$ cat src/rtl/lock_pkg.sv
// Shared definitions for the digital-lock keypad datapath.
// Holds the FSM status encodings, the keypad digit width and the default
// code, plus the digit/code typedefs used across the lock blocks.
package lock_pkg;

    localparam int unsigned DIGIT_W    = 4;
    localparam int unsigned DEF_DIGITS = 4;
    localparam logic [DEF_DIGITS*DIGIT_W-1:0] DEFAULT_CODE = 16'h1234;

    typedef logic [DIGIT_W-1:0]            digit_t;
    typedef logic [DEF_DIGITS*DIGIT_W-1:0] code_t;

    // {fsm_bit1, fsm_bit2} as driven by the lock control FSM
    typedef enum logic [1:0] {
        ST_IDLE = 2'b00,
        ST_OPEN = 2'b01,
        ST_LOCK = 2'b10,
        ST_PROG = 2'b11
    } status_t;

endpackage

$ cat src/rtl/lock_btn_edge.sv
// Rising-edge pulse generator for one debounced button.
// Ports:
//   clock, reset     - clock and asynchronous active-low reset
//   level            - synchronised, debounced button level
//   suppress         - blocks the pulse; the edge register still tracks level
//   edge_c           - combinational rising-edge detect (level & ~previous)
//   pulse            - registered one-cycle pulse, the cycle after the edge
module lock_btn_edge (
    input  logic clock,
    input  logic reset,
    input  logic level,
    input  logic suppress,
    output logic edge_c,
    output logic pulse
);

    logic level_q;

    assign edge_c = level & ~level_q;

    // Previous level and the suppressible pulse
    always_ff @(posedge clock or negedge reset) begin
        if (!reset) begin
            level_q <= 1'b0;
            pulse   <= 1'b0;
        end else begin
            level_q <= level;
            pulse   <= edge_c & ~suppress;
        end
    end

endmodule

$ cat src/rtl/lock_entry_datapath.sv
// Keypad-side datapath for the digital-lock control FSM.
// Collects keypad digits into a shift buffer (newest digit least significant),
// holds the secret code, and turns button edges into FSM pulses.
// Ports:
//   clock, reset            - clock and asynchronous active-low reset
//   key_valid/key_digit     - keypad digit strobe and value
//   key_clear               - discard the current entry
//   btn_enter/btn_change    - debounced button levels
//   fsm_load                - FSM load cycle: program code from last entry
//   fsm_bit1/fsm_bit2       - FSM status encoding
//   compare                 - buffer full and equal to code (combinational)
//   enter/change            - one-cycle pulses to the FSM
//   entry_count             - digits currently buffered
//   unlocked/lockout/prog_mode - status decode (combinational)
//   load_reject             - pulse: load attempted with an incomplete entry
module lock_entry_datapath
    import lock_pkg::*;
#(
    parameter int unsigned DIGITS  = lock_pkg::DEF_DIGITS,
    parameter int unsigned DIGIT_W = lock_pkg::DIGIT_W,
    parameter logic [DIGITS*DIGIT_W-1:0] DEFAULT_CODE = lock_pkg::DEFAULT_CODE
) (
    input  logic                       clock,
    input  logic                       reset,
    input  logic                       key_valid,
    input  logic [DIGIT_W-1:0]         key_digit,
    input  logic                       key_clear,
    input  logic                       btn_enter,
    input  logic                       btn_change,
    input  logic                       fsm_load,
    input  logic                       fsm_bit1,
    input  logic                       fsm_bit2,
    output logic                       compare,
    output logic                       enter,
    output logic                       change,
    output logic [$clog2(DIGITS+1)-1:0] entry_count,
    output logic                       unlocked,
    output logic                       lockout,
    output logic                       prog_mode,
    output logic                       load_reject
);

    localparam int unsigned CODE_W = DIGITS * DIGIT_W;
    localparam int unsigned CNT_W  = $clog2(DIGITS + 1);

    status_t            status_c;
    logic               full_c;
    logic               pulse_c;
    logic               enter_edge_c;
    logic               change_edge_c;
    logic [CODE_W-1:0]  buffer;
    logic [CODE_W-1:0]  code;
    logic [CODE_W-1:0]  last_entry;
    logic               last_full;

    // Status decode straight from the FSM bits
    assign status_c  = status_t'({fsm_bit1, fsm_bit2});
    assign unlocked  = (status_c == ST_OPEN);
    assign lockout   = (status_c == ST_LOCK);
    assign prog_mode = (status_c == ST_PROG);

    assign full_c  = (entry_count == CNT_W'(DIGITS));
    assign compare = full_c && (buffer == code);
    assign pulse_c = enter | change;

    // Each button is suppressed by lockout and by the other button's edge,
    // so simultaneous edges yield no pulse at all.
    lock_btn_edge u_enter_edge (
        .clock    (clock),
        .reset    (reset),
        .level    (btn_enter),
        .suppress (lockout | change_edge_c),
        .edge_c   (enter_edge_c),
        .pulse    (enter)
    );

    lock_btn_edge u_change_edge (
        .clock    (clock),
        .reset    (reset),
        .level    (btn_change),
        .suppress (lockout | enter_edge_c),
        .edge_c   (change_edge_c),
        .pulse    (change)
    );

    // Entry buffer: a pulse cycle captures and clears, so the buffer never
    // moves while the FSM is sampling compare.
    always_ff @(posedge clock or negedge reset) begin
        if (!reset) begin
            buffer      <= '0;
            entry_count <= '0;
        end else if (pulse_c || key_clear) begin
            buffer      <= '0;
            entry_count <= '0;
        end else if (key_valid && !lockout && !fsm_load && !full_c) begin
            buffer      <= (buffer << DIGIT_W) | CODE_W'(key_digit);
            entry_count <= entry_count + CNT_W'(1);
        end
    end

    // Last captured entry and its completeness; a load consumes it, and a
    // capture in the same cycle takes precedence for the next load.
    always_ff @(posedge clock or negedge reset) begin
        if (!reset) begin
            last_entry <= '0;
            last_full  <= 1'b0;
        end else if (pulse_c) begin
            last_entry <= buffer;
            last_full  <= full_c;
        end else if (fsm_load) begin
            last_full  <= 1'b0;
        end
    end

    // Code register and the incomplete-load indication
    always_ff @(posedge clock or negedge reset) begin
        if (!reset) begin
            code        <= DEFAULT_CODE;
            load_reject <= 1'b0;
        end else begin
            load_reject <= fsm_load && !last_full;
            if (fsm_load && last_full) begin
                code <= last_entry;
            end
        end
    end

endmodule
$ cat config.mk
export PLATFORM = sky130hd
export DESIGN_NAME = lock_entry_datapath
export DESIGN_NICKNAME = d
export VERILOG_FILES = /design/src/rtl/lock_pkg.sv /design/src/rtl/lock_btn_edge.sv /design/src/rtl/lock_entry_datapath.sv
export SDC_FILE = /design/constraint.sdc
export NUM_CORES = 1
export LEC_CHECK = 0
export CAP_MARGIN = 0
export CORE_ASPECT_RATIO = 1.4
export CORE_MARGIN = 2
export CORE_UTILIZATION = 60
export CTS_CLUSTER_DIAMETER = 200
export DETAILED_ROUTE_END_ITERATION = 10
export PLACE_DENSITY_LB_ADDON = 0.2
export SYNTH_ARGS = -nofsm -noshare
export SYNTH_HDL_FRONTEND = slang
export SYNTH_SLANG_ARGS = --single-unit
export TNS_END_PERCENT = 20
$ cat constraint.sdc
create_clock -name clock -period 3.7 [get_ports clock]
set_input_delay 0.74 -clock clock [delete_from_list [all_inputs] [get_ports clock]]
set_output_delay 0.74 -clock clock [all_outputs]
set_load 0.01 [all_outputs]
==> run metrics <==
status=complete, no violations; fmax=337 MHz; Reg power frac=50.2%; Worst setup EP type=primary output; # resized after CTS=0; Max Root-Sink Buffers=2; antenna violations before repair=0; DRC viols=0; Synth Instances=197; Hold Slack=0.443 ns; H-tree depth reported by CTS=3; Net Count, Synth=212; Post-Synthesis Cell Area=2440 um2; startpoint types=flip-flop; Critical Path End=compare; DP HPWL=3000 um; commonest non-fill, non-tap cells in the layout=dfrtp_1, nand2_1, mux2_2; first-pass GRT wire length=7850 um; placed cell area=2650 um2; WP data required=2.96 ns; kind of critical path=reg -> out; fin area=2840 um2; CTS Sinks=57; clk root buf=clkbuf_8; Setup TNS=0 ns; initial drt markers=46; Max Fanout on Critical Path=2; TritonCTS buffer count=9; CORE AREA=3920 um2; gpl congestion=0.751; number of global-route vias before repair=1692; vias post-DR=1562; Max Cap Viol=0; die area=4600 um2; crit path from=code[12]; Worst-path clk slew=0.06 ns; Power per Cell Area=448 nW/um2; CP arrival=2.23 ns; largest net degree at the start of global routing=32; postcts setup bufs=0; minimum clock period=2.97 ns; layout cells sized above 1=25.3%; Distinct cells, synth=30; Ports=23; drt total wl=4660 um; internal cell power=0.993 mW; vias per cell=5.74; most common cell after layout, fill and taps aside=dfrtp_1; RR Startpoint=entry_count[0]; Hold/Removal Path Class=in -> async; RSZ-0062 raised after global routing=no; chip height=79.4 um; Worst Skew=0.00803 ns; Hold-fix buffers, CTS=0; I/O Buffers=22; setup violators final=0; Rows=27; Worst-Margin Slew=0.985 ns; Synth warnings=0; Starting Density=62.2%; grt total ovfl=0; Avg Cell Area, Syn=12.4 um2; worst vdd ir=447 uV; Power Total=1.27 mW; worst r2r path cells=6; worst skew pair latency=0.33 ns; DR WL/cell=17.1 um; worst r2r dst=entry_count[0]; # diodes=0; Slew Limit Fails=0; Fin. Hold Viols=0; final period utilization=80.2%; R2R Setup Slk=1.73 ns; combinational share of power=6.2%; Rel. slew slack=34.2%; #FFs+latches synth=57; sw power=0.278 mW; die width=57.9 um; ANT nets after route=0; switch share=21.9%; Final nets=239; Pre-Repair DR Iteration Count=4; Total GRT Usage=24.0%; Leak Pwr=1.41 nW; post-synthesis sequential area ratio=58.7%; Area Overhead vs Synth=16.4%; clock power share=43.6%; CTS tree=built
## sequential cells by signal, summed over array words and instances (netlist names)
| register | flops |
|---|---|
| buffer | 16 |
| code | 16 |
| last_entry | 16 |
| entry_count | 3 |
| last_full | 1 |
| load_reject | 1 |
| u_change_edge.level_q | 1 |
| u_change_edge.pulse | 1 |
| u_enter_edge.level_q | 1 |
| u_enter_edge.pulse | 1 |
## stage by stage
stage                     utilization, %  std cells  setup slack, ns
after floorplan                        -        197             1.70
final                               72.4        272            0.732
after CTS                           72.4        272            0.708
after global routing                72.4        272            0.628
after detailed placement            67.6        256            0.954
after global placement              67.6        256            0.976
## per-layer routing
metal	vias up	wire length, um	track usage [%]
li1	714	-	-
met1	798	1880	28.0
met2	37	2460	38.1
met3	13	178	7.94
met4	0	142	14.0
met5	-	0	0
## how the worst min path moves through the flow
stage	from	slack, ns	endpoint	cells past startpoint
after global routing	u_change_edge.level_q	0.47	u_change_edge.pulse	1
after CTS	reset	0.45	buffer[4]	1
after detailed placement	u_change_edge.level_q	0.45	u_change_edge.pulse	1
after floorplan	u_change_edge.level_q	0.41	u_change_edge.pulse	1
after global placement	u_change_edge.level_q	0.43	u_change_edge.pulse	1
final	reset	0.44	u_change_edge.level_q	1
## critical path: stages (launching register included)
cell	delay [ns]
dfstp_2	0.54
xor2_1	0.08
nor4_1	0.30
nand4_1	0.14
nor3_1	0.26
clkdlybuf4s50_1	0.59
## Yosys cell counts, drive strengths merged
cell,count,area share [%]
or3,1,0.26
nor2,3,0.56
nand2b,1,0.36
nand3b,1,0.31
nand3,1,0.41
xnor2,1,0.36
nor4,3,0.77
mux2,32,15
and3,1,0.26
nand2,37,5.8
a21oi,18,3.8
inv,4,0.62
o21ai,1,0.21
xor2,17,6.1
dfstp,5,5.4
nand4,2,0.51
nor2b,4,1.3
buf,7,2.7
and2,1,0.26
nor3,2,0.41
dfrtp,52,53
ha,2,1.0
nor4b,1,0.36
## power groups by stage
stage | registers, mW | clock network [mW] | logic, mW
6_report | 0.638 | 0.554 | 0.0787
5_1_grt | 0.639 | 0.590 | 0.0867
4_1_cts | 0.638 | 0.569 | 0.0802
3_5_place_dp | 0.649 | 0 | 0.0801
3_3_place_gp | 0.648 | 0 | 0.0770
2_1_floorplan | 0.649 | 0 | 0.0408
## cells by family (layout without fill, tap and decap cells)
logic type | Yosys count | in the layout | synth area share [%]
simple gates | 58 | 58 | 11.6
flops | 57 | 57 | 58.7
mux | 32 | 32 | 14.8
compound gates | 19 | 19 | 4.05
xor+xnor | 18 | 18 | 6.46
buf+inv | 11 | 43 | 3.33
fa+ha+maj | 2 | 2 | 1.03
## final cells by class
cell class                 instances  area (um2)
sequential                        57        1430
fill                             265        1080
multi-input combinational        129         925
timing repair buffer              23         223
clock buffer                      13         149
tap                               43        53.8
clock inverter                     3        40.0
inverter                           4        15.0
Note: power is estimated with default switching activity, not from simulation.
